**src/rtl/bcd_conv_scheduler.sv**
```systemverilog
// Round-robin arbiter that shares one binary-to-BCD converter between two requesters.
// Results are held per requester; a watchdog aborts a conversion whose ready never arrives.
//
// state    | meaning
// ---------+-----------------------------------------------------------
// ST_IDLE  | no conversion in flight; arbitrate pending requests
// ST_ISSUE | conv_en high for one cycle; operand already on conv_bin
// ST_WAIT  | waiting for conv_rdy (first cycle blanked) or watchdog
module bcd_conv_scheduler #(
    parameter int BIN_W   = 12,
    parameter int BCD_W   = 16,
    parameter int TIMEOUT = 64
) (
    input  logic             clk,
    input  logic             reset,
    input  logic [1:0]       req,
    input  logic [BIN_W-1:0] bin_a,
    input  logic [BIN_W-1:0] bin_b,
    output logic [1:0]       done,
    output logic [1:0]       err,
    output logic [BCD_W-1:0] bcd_a,
    output logic [BCD_W-1:0] bcd_b,
    output logic             busy,
    output logic             conv_en,
    output logic [BIN_W-1:0] conv_bin,
    input  logic [BCD_W-1:0] conv_bcd,
    input  logic             conv_rdy
);

    localparam logic [1:0] ST_IDLE  = 2'd0;
    localparam logic [1:0] ST_ISSUE = 2'd1;
    localparam logic [1:0] ST_WAIT  = 2'd2;

    localparam int           TW      = $clog2(TIMEOUT);
    localparam logic [TW-1:0] TO_LOAD = TW'(TIMEOUT - 1);

    logic [1:0]    state;
    logic [TW-1:0] timer;
    logic          grant;
    logic          last_grant;
    logic          g_sel;
    logic          blank;
    logic          rdy_ok;
    logic          expired;

    // Both requesting: hand the converter to whoever was not served last.
    assign g_sel   = (req == 2'b11) ? ~last_grant : req[1];

    // Watchdog counts down from TIMEOUT-1; the loaded value marks the blanking cycle.
    assign blank   = (timer == TO_LOAD);
    assign rdy_ok  = conv_rdy && !blank;
    assign expired = (timer == '0);

    assign busy    = (state != ST_IDLE);
    assign conv_en = (state == ST_ISSUE);

    always_ff @(posedge clk or posedge reset) begin
        if (reset) begin
            state      <= ST_IDLE;
            timer      <= '0;
            grant      <= 1'b0;
            last_grant <= 1'b1;
            conv_bin   <= '0;
            bcd_a      <= '0;
            bcd_b      <= '0;
            done       <= 2'b00;
            err        <= 2'b00;
        end else begin
            done <= 2'b00;
            err  <= 2'b00;
            case (state)
                ST_IDLE: begin
                    if (req != 2'b00) begin
                        grant    <= g_sel;
                        conv_bin <= g_sel ? bin_b : bin_a;
                        state    <= ST_ISSUE;
                    end
                end
                ST_ISSUE: begin
                    timer <= TO_LOAD;
                    state <= ST_WAIT;
                end
                ST_WAIT: begin
                    if (rdy_ok) begin
                        if (grant) begin
                            bcd_b <= conv_bcd;
                        end else begin
                            bcd_a <= conv_bcd;
                        end
                        done       <= grant ? 2'b10 : 2'b01;
                        last_grant <= grant;
                        state      <= ST_IDLE;
                    end else if (expired) begin
                        err        <= grant ? 2'b10 : 2'b01;
                        last_grant <= grant;
                        state      <= ST_IDLE;
                    end else begin
                        timer <= timer - 1'b1;
                    end
                end
                default: begin
                    state <= ST_IDLE;
                end
            endcase
        end
    end

endmodule

```
**config.mk**
```make
export PLATFORM = sky130hd
export DESIGN_NAME = bcd_conv_scheduler
export DESIGN_NICKNAME = d
export VERILOG_FILES = /design/src/rtl/bcd_conv_scheduler.sv
export SDC_FILE = /design/constraint.sdc
export NUM_CORES = 1
export LEC_CHECK = 0
export ABC_AREA = 1
export BUFFER_PORTS_ARGS = -buffer_cell sky130_fd_sc_hd__buf_2
export CAP_MARGIN = 20
export CORE_ASPECT_RATIO = 0.7
export CORE_UTILIZATION = 45
export DETAILED_ROUTE_END_ITERATION = 8
export PLACE_DENSITY = 0.76
export SLEW_MARGIN = 25
export SYNTH_ARGS = -nofsm -noshare
export SYNTH_HDL_FRONTEND = slang
export SYNTH_SLANG_ARGS = --single-unit
export TNS_END_PERCENT = 5
```
**constraint.sdc**
```tcl
create_clock -name clk -period 1.5 [get_ports clk]
set_clock_uncertainty 0.05 [all_clocks]
set_input_delay 0 -clock clk [delete_from_list [all_inputs] [get_ports clk]]
set_output_delay 0 -clock clk [all_outputs]
set_load 0.005 [all_outputs]
```
==> qor.csv, run 1 <==
metric,value,unit
final-report max-slew violation count,0,
Synth area leaders,"dfrtp_1 (52%), nand2_1 (11%), o21ai_2 (8.0%), inv_1 (4.4%), nand3_1 (2.9%)",
clock root buffer,clkbuf_8,
beginning of the worst hold path,conv_rdy,
"Core Util, Final",0.714,
Yosys reg bits,58,
initial drt markers,145,
Post-synth EDFFs,0,
Fillers,387,
area occupied by multi-input gates,1130,um2
R2R Path Start,timer[1],
io pins,95,
clock slew at reported path FFs,70,ps
WHS Endpoint,err[0],
Chip Width,95.1,um
reg-to-reg critical path endpoint,bcd_a[1],
Startpoint Class,register,
Setup Crit Path Kind,reg2reg,
Cell variety after synth,24,
chip height,67.1,um
launch point of the critical path,timer[1],
HP Class,in2reg,
min Tclk post-route,1500,ps
Final setup viols,1,
Mapped Area,2730,um2
Worst R2R Path Depth,7,
total core area,5780,um2
most common cell in the netlist,nand2_1,
clk buf depth,2,
leakage power,2.15,nW
crit path DAT,1720,ps
Final TNS setup,-4.46,ps
ys flop type,dfrtp_1,
Port Buffer Count,94,
GRT Util Overall,0.239,
HPWL after DPL,4.50,mm
Clock Latency Late Sink,330,ps
DRC,0,
most frequent cells after synthesis,"nand2_1 (83), dfrtp_1 (57), inv_1 (32)",
TritonCTS clock tree,done,
synth-to-layout area growth,51.5,%
die area,6380,um2
vias in the first global route,2467,
Sink Count,58,
DR pass1 iterations,6,
H-Tree Depth,3,
Wirelength per Cell,14.3,um
share of layout cells above drive strength 1,0.430,
CP max FO,16,
Final ANT Viol Nets,0,
Syn. warnings,0,
RSZ-0062 raised after global routing,yes,
first-pass GRT wire length,11.3,mm
final worst slack,-4.46,ps
Mapped Cells,291,
period utilization,1.00,
Power Dens Cells,1840,nW/um2
Synth area leader,dfrtp_1,
DR vias,2595,
Via-to-Cell Ratio,4.93,
R2R setup slack,-4,ps
status,"complete, but fails checks",
failing checks,setup timing,
Syn Nets,342,
diode count,0,
largest net degree at the start of global routing,26,
GP Congestion,0.854,
initial antenna violation count,0,
Post-Route WL,7.52,mm
CTS buffer count,9,
Overflow after GRT,0,
Mean Syn Cell Area,9.37,um2
post-synthesis sequential area ratio,0.533,
worst rel slew slack,0.701,
hold depth,4,
initial core utilization,0.472,
Worst Path Required,1710,ps
post-synth top area share,0.523,
fin nets,497,
max-cap viol count,0,
Worst Tran Pin Value,447,ps
CP endpoint kind,register,
final hold vios,0,
Sequential Area,1450,um2
Max Clk Rate,0.665,GHz
ys async rst share,1.00,
cell row count,23,
Max VDD drop,0.942,mV
[power breakdown]
group	internal, W	switching [W]
logic	0.00158	0.00175
registers	0.00228	0.000519
clock network	0.000855	0.000624
total	0.00471	0.00290
[through the flow]
| stage | hold WS [ps] | power (W) | std cells | setup slack [ps] | area [um2] |
|---|---|---|---|---|---|
| floorplan | 95.9 | 0.00449 | 291 | 16.6 | 2730 |
| global placement | -23.8 | 0.00563 | 467 | 8.38 | 3400 |
| detailed placement | -15.5 | 0.00574 | 467 | -15.0 | 3400 |
| CTS | 31.9 | 0.00734 | 524 | 6.42 | 4020 |
| global route | 16.5 | 0.00815 | 526 | -78.0 | 4130 |
| finish | 28.4 | 0.00761 | 526 | -4.46 | 4130 |
[cell usage in the layout, fill, tap and decap left out, types with 3 or more instances in the layout]
cell | Yosys | routed
inv_2 | 1 | 6
buf_12 | 0 | 6
dfrtp_1 | 57 | 57
o21ai_2 | 25 | 28
o21ai_1 | 3 | 5
nor2_1 | 17 | 15
ha_1 | 6 | 3
buf_2 | 5 | 94
nand2_1 | 83 | 76
dlygate4sd3_1 | 0 | 41
nand2_2 | 8 | 14
nand3_2 | 2 | 5
nand3_1 | 16 | 13
buf_4 | 0 | 13
inv_1 | 32 | 27
clkbuf_8 | 0 | 11
a31oi_1 | 12 | 12
[registers in the layout, indices dropped and copies added, names as in the netlist]
| name | count |
|---|---|
| state | 2 |
| err | 2 |
| last_grant | 1 |
| bcd_b | 16 |
| conv_bin | 12 |
| done | 2 |
| grant | 1 |
| bcd_a | 16 |
| timer | 6 |
[critical path, cell delays in order (launching register included)]
cell	delay, ps
dfrtp_1	390
ha_2	230
nand3_2	100
o21a_4	240
nand3_4	110
buf_12	170
nand2_2	70
o21ai_2	60
[logic make-up after synthesis]
family,count (synthesis),share of synthesized area
buffers and inverters,44,0.0835
AND/OR/NAND/NOR,132,0.214
AO/OA/AOI/OAI,51,0.143
adder cells (fa/ha/maj),6,0.0275
flip-flops,58,0.533
[area by class of cell]
type                            count  share of cell area
Clock buffer                       12              0.0375
Clock inverter                      4              0.0121
Inverter                           33              0.0300
Multi-Input combinational cell    189               0.274
Sequential cell                    58               0.351
Tap cell                           75              0.0227
Timing Repair Buffer              155               0.272
[routing by layer]
metal	global-route usage	vias to the layer above	part of all wire
li1	-	1245	-
met1	0.296	1202	0.43
met2	0.379	126	0.48
met3	0.0755	22	0.064
met4	0.121	0	0.030
met5	0	-	0
[how the worst max path moves through the flow]
stage / cells past startpoint / to
floorplan: 1 / bcd_a[0]
global placement: 9 / timer[1]
detailed placement: 9 / timer[1]
CTS: 7 / bcd_a[2]
global route: 7 / bcd_a[1]
finish: 7 / bcd_a[1]
[repair_timing]
action,in CTS,in global routing
hold buffers,41,0
setup endpoints to repair,7,53
gates cloned,0,1
resized for setup,2,29
endpoints found under the hold margin,86,0
pin swaps,0,6
setup buffers,0,2
(Power assumes the default switching activity.)
==> run 2, diff against run 1 <==
--- a/config.mk
+++ b/config.mk
@@ -8,10 +8,12 @@
 export ABC_AREA = 1
 export BUFFER_PORTS_ARGS = -buffer_cell sky130_fd_sc_hd__buf_2
 export CAP_MARGIN = 20
+export CELL_PAD_IN_SITES_DETAIL_PLACEMENT = 0
+export CELL_PAD_IN_SITES_GLOBAL_PLACEMENT = 1
 export CORE_ASPECT_RATIO = 0.7
-export CORE_UTILIZATION = 45
+export CORE_UTILIZATION = 33
 export DETAILED_ROUTE_END_ITERATION = 8
-export PLACE_DENSITY = 0.76
+export PLACE_DENSITY_LB_ADDON = 0.1
 export SLEW_MARGIN = 25
 export SYNTH_ARGS = -nofsm -noshare
 export SYNTH_HDL_FRONTEND = slang
==> qor.csv, run 2 (synthesized netlist as in run 1, its figures left out) <==
metric,value,unit,change
HPWL after DPL,4.41,mm,-1.9%
min Tclk post-route,1600,ps,+99.6 ps
WHS Endpoint,grant,,
cell row count,27,,+17%
Post-Route WL,7.21,mm,-4.1%
"most common cell after layout, fill and taps aside",buf_2,,
Hold Slack,81.0,ps,+52.6 ps
synth-to-layout area growth,68.9,%,
Overflow after GRT,0,,unchanged
first-pass GRT wire length,11.9,mm,+6.1%
TritonCTS clock tree,done,,
final-report max-slew violation count,0,,unchanged
CTS buffer count,9,,unchanged
CP endpoint kind,register,,
diode count,0,,unchanged
GP Congestion,0.844,,-1.1%
final hold vios,0,,unchanged
fin nets,510,,+2.6%
R2R Path Start,timer[0],,
R2R setup slack,-100,ps,-100 ps
slowest cell on the critical path,dfrtp_1,,
worst path cell trace,"buf_6, ha_4, nand3_4, o21a_4, nand3_4, buf_6, buf_16, nand2_4, o21ai_2",,
io pins,95,,unchanged
RSZ-0062 raised after global routing,yes,,
failing checks,setup timing,,
Post-DP Area,3440,um2,+1.3%
clk buf depth,2,,unchanged
H-Tree Depth,3,,unchanged
worst rel slew slack,0.728,,+0.0261
final worst slack,-104,ps,-99.6 ps
Power Dens Cells,1960,nW/um2,+6.2%
DR pass1 iterations,4,,-2
area occupied by multi-input gates,1230,um2,+8.8%
Chip Width,111,um,+16%
total core area,7940,um2,+37%
Final setup viols,41,,+40
Wirelength per Cell,12.8,um,-11%
largest net degree at the start of global routing,59,,+130%
DP Worst Slack,-83.9,ps,-68.8 ps
vias in the first global route,2460,,-0.28%
CP max FO,5,,-11
initial core utilization,0.344,,-0.128
period utilization,1.07,,+0.0664
max-cap viol count,0,,unchanged
Clock Latency Late Sink,320,ps,about the same
post-route cell area,4610,um2,+11%
chip height,78.1,um,+16%
Max Clk Rate,0.623,GHz,-6.2%
Startpoint Class,register,,
overall power,0.00901,W,+18%
leakage power,2.33,nW,+8.1%
GRT Util Overall,0.178,,-0.0604
clock slew at reported path FFs,50,ps,-20 ps
most frequent cells in the layout,"buf_2 (94), nand2_1 (62), dfrtp_1 (57)",,
Via-to-Cell Ratio,4.44,,-10%
Worst path max stage delay,410,ps,+20 ps
crit path DAT,1770,ps,+50 ps
reg-to-reg critical path endpoint,bcd_b[7],,
status,"complete, but fails checks",,
share of layout cells above drive strength 1,0.485,,+0.0548
Worst Path Required,1670,ps,-40 ps
Final ANT Viol Nets,0,,unchanged
initial antenna violation count,0,,unchanged
DRC,0,,unchanged
Max VDD drop,0.885,mV,-6.1%
die area,8640,um2,+35%
Sequential Area,1450,um2,unchanged
Setup Crit Path Kind,reg2reg,,
hold depth,4,,unchanged
top flop regs,"bcd_a x16, bcd_b x16, conv_bin x12",,
Sink Count,58,,unchanged
Port Buffer Count,94,,unchanged
"Core Util, Final",0.580,,-0.134
DR vias,2508,,-3.4%
Fillers,699,,+81%
Worst Tran Pin Value,406,ps,-41.2 ps
HP Class,in2reg,,
beginning of the worst hold path,req[0],,
Worst R2R Path Depth,9,,+2
initial drt markers,106,,-27%
clock root buffer,clkbuf_16,,
==> run 2: through the flow <==
stage / setup TNS [ps] / cells
global placement: -1260 / 496
finish: -3000 / 565
CTS: -1740 / 563
floorplan: 0 / 291
global route: -5720 / 565
detailed placement: -1770 / 496
==> run 2: worst max-delay path by stage <==
stage,start,endpoint
6_report,timer[0],bcd_b[7]
5_1_grt,timer[0],bcd_a[15]
4_1_cts,timer[0],bcd_b[7]
3_5_place_dp,timer[0],bcd_b[6]
3_3_place_gp,timer[0],timer[2]
2_1_floorplan,reset,bcd_a[0]
==> run 2: repair_timing <==
| item | in CTS | in global routing |
|---|---|---|
| setup buffers | 7 | 1 |
| pin swaps | 6 | 6 |
| gates cloned | 3 | 1 |
| hold buffers | 41 | 0 |
| hold endpoints to repair | 102 | 0 |
| setup endpoints to repair | 41 | 52 |
| gates resized for setup | 40 | 34 |
==> run 2: power breakdown <==
group | switching, W | total [W] | internal, W | leakage (nW)
registers | 0.000536 | 0.00282 | 0.00228 | 0.707
logic | 0.00186 | 0.00378 | 0.00192 | 1.45
clock network | 0.000704 | 0.00242 | 0.00171 | 0.169
==> run 2: per-layer routing <==
| metal | track usage | vias up | wire (um) |
|---|---|---|---|
| li1 | - | 1274 | - |
| met1 | 0.243 | 1158 | 3700 |
| met2 | 0.263 | 72 | 3090 |
| met3 | 0.0710 | 4 | 380 |
| met4 | 0.0480 | 0 | 44 |
| met5 | 0 | - | 0 |
==> run 2: layout make-up <==
type,count,area share
Multi-Input combinational cell,189,0.268
Sequential cell,58,0.315
Clock inverter,4,0.0212
Inverter,33,0.0274
Timing Repair Buffer,168,0.285
Clock buffer,12,0.0557
Tap cell,101,0.0274
==> run 2: critical path: cells and delay by family, from the launching register on <==
family / cells / cell delay (ps)
buffers and inverters: 3 / 440
flip-flops: 1 / 410
AND/OR/NAND/NOR: 3 / 250
AO/OA/AOI/OAI: 2 / 180
adder cells (fa/ha/maj): 1 / 160
==> run 3, diff against run 2 <==
--- a/config.mk
+++ b/config.mk
@@ -13,6 +13,7 @@
 export CORE_ASPECT_RATIO = 0.7
 export CORE_UTILIZATION = 33
 export DETAILED_ROUTE_END_ITERATION = 8
+export HOLD_SLACK_MARGIN = 0.12
 export PLACE_DENSITY_LB_ADDON = 0.1
 export SLEW_MARGIN = 25
 export SYNTH_ARGS = -nofsm -noshare
==> qor.csv, run 3 (synthesized netlist as in run 1, its figures left out) <==
metric,value,unit,change
Worst Tran Pin Value,406,ps,-0.000358 ps
CP max FO,5,,unchanged
TritonCTS clock tree,done,,
clock share of power,0.268,,about the same
combinational power share,0.419,,about the same
clock slew at reported path FFs,60,ps,about the same
worst path cell trace,"buf_6, ha_4, nand3_4, o21a_4, nand3_4, buf_6, buf_16, nand2_4, o21ai_2",,
initial antenna violation count,0,,unchanged
diode count,0,,unchanged
share of layout cells above drive strength 1,0.482,,-0.00312
initial drt markers,102,,-3.8%
Final TNS setup,-2980,ps,+16.3 ps
io pins,95,,unchanged
leakage power,2.34,nW,+0.54%
first-pass GRT wire length,11.9,mm,-0.17%
GRT Util Overall,0.178,,-0.000342
DR vias,2513,,+0.20%
min Tclk post-route,1600,ps,-0.387 ps
"most common cell after layout, fill and taps aside",buf_2,,
Internal,0.00592,W,about the same
top flop regs,"bcd_a x16, bcd_b x16, conv_bin x12",,
chip height,78.1,um,unchanged
worst path bufs/invs,3,,unchanged
cell row count,27,,unchanged
fin nets,513,,+0.59%
failing checks,setup timing,,
vias in the first global route,2456,,-0.16%
max-cap viol count,0,,unchanged
Power Dens Cells,1940,nW/um2,-0.63%
post-route cell area,4640,um2,+0.65%
Max VDD drop,0.885,mV,about the same
total core area,7940,um2,unchanged
overall power,0.00901,W,about the same
Crit path max-delay family,buffers and inverters,,
Chip Width,111,um,unchanged
most frequent cells in the layout,"buf_2 (94), nand2_1 (62), dfrtp_1 (57)",,
Final setup viols,41,,unchanged
status,"complete, but fails checks",,
Overflow after GRT,0,,unchanged
H-Tree Depth,3,,unchanged
met2 WL post-DR,3.11,mm,+0.49%
Setup Crit Path Kind,reg2reg,,
slowest cell on the critical path,dfrtp_1,,
Clock Latency Late Sink,320,ps,about the same
largest net degree at the start of global routing,59,,unchanged
Final ANT Viol Nets,0,,unchanged
crit path DAT,1770,ps,about the same
routed wl met3,364,um,-4.2%
final worst slack,-104,ps,+0.387 ps
RSZ-0062 raised after global routing,yes,,
share of power burned in registers,0.313,,about the same
Worst path max stage delay,410,ps,about the same
DRC,0,,unchanged
clock root buffer,clkbuf_16,,
DR pass1 iterations,4,,unchanged
Startpoint Class,register,,
Post-Route WL,7.21,mm,about the same
wl on met1,3.70,mm,about the same
period utilization,1.07,,about the same
final hold vios,0,,unchanged
Sw Ratio,0.343,,-0.000464
Max Clk Rate,0.624,GHz,about the same
HP Class,in2async,,
initial core utilization,0.344,,unchanged
Via-to-Cell Ratio,4.42,,-0.33%
CTS buffer count,9,,unchanged
Wirelength per Cell,12.7,um,-0.57%
HPWL after DPL,4.41,mm,unchanged
Worst Path Required,1670,ps,about the same
Sink Count,58,,unchanged
Top Layer Used,met4,,
CP endpoint kind,register,,
synth-to-layout area growth,70.0,%,
Net Sw Power,0.00309,W,-0.12%
Port Buffer Count,94,,unchanged
Post-DP Area,3440,um2,unchanged
GP Congestion,0.844,,unchanged
worst rel slew slack,0.728,,about the same
final-report max-slew violation count,0,,unchanged
clk buf depth,2,,unchanged
die area,8640,um2,unchanged
[run 3: changes by cell type in the layout (fill, tap and decap cells not counted), sizes merged]
cell         before  now
dlygate4sd3      41   44
[run 3: tightest hold or removal path, cell delays in order]
cell and delay, ps:
dlygate4sd3_1 520, buf_2 120, inv_2 60, buf_12 290
[run 3: path summary, 6_finish.rpt]
check | from | end | slack, ps | depth (start not counted)
max reg2reg | timer[0] | bcd_b[7] | -100 | 9
min in group clk | bin_a[2] | conv_bin[2] | 410 | 4
min reg2reg | bcd_b[10] | bcd_b[10] | 430 | 2
max | timer[0] | bcd_b[7] | -100 | 9
min | reset | conv_bin[2] | 220 | 4
max in group asynchronous | reset | last_grant | 870 | 4
[run 3: routing by layer]
metal,global-route usage,vias up
met3,0.0710,2
met1,0.243,1168
met4,0.0480,0
li1,-,1280
met5,0,-
met2,0.261,63
[run 3: power by group through the flow]
stage / Sequential (W) / Clock [W] / Combinational, W
after detailed placement: 0.00273 / 0 / 0.00309
after floorplan: 0.00275 / 0 / 0.00173
after global routing: 0.00291 / 0.00257 / 0.00421
after global placement: 0.00275 / 0 / 0.00307
after CTS: 0.00276 / 0.00247 / 0.00357
final: 0.00282 / 0.00242 / 0.00378
[run 3: layout make-up]
class                      count  area (um2)
clock buffer                  12         256
timing repair buffer         171        1340
inverter                      33         126
fill                         693        3300
multi-input combinational    189        1230
tap                          101         126
clock inverter                 4        97.6
sequential                    58        1450
[run 3: repair_timing]
item,CTS,global route
gates resized for setup,40,34
cloned,3,1
hold buffers,44,0
pin swaps,6,6
buffers inserted,7,1
hold endpoints to repair,107,0
setup endpoints to repair,41,52
[run 3: per-stage QoR]
step	setup slack (ps)	std cells	util	hold slack (ps)
global placement	-82.5	496	0.433	46.0
floorplan	16.6	291	-	95.9
global route	-161	568	0.584	281
detailed placement	-83.9	496	0.433	46.1
finish	-104	568	0.584	219
CTS	-67.4	566	0.568	234
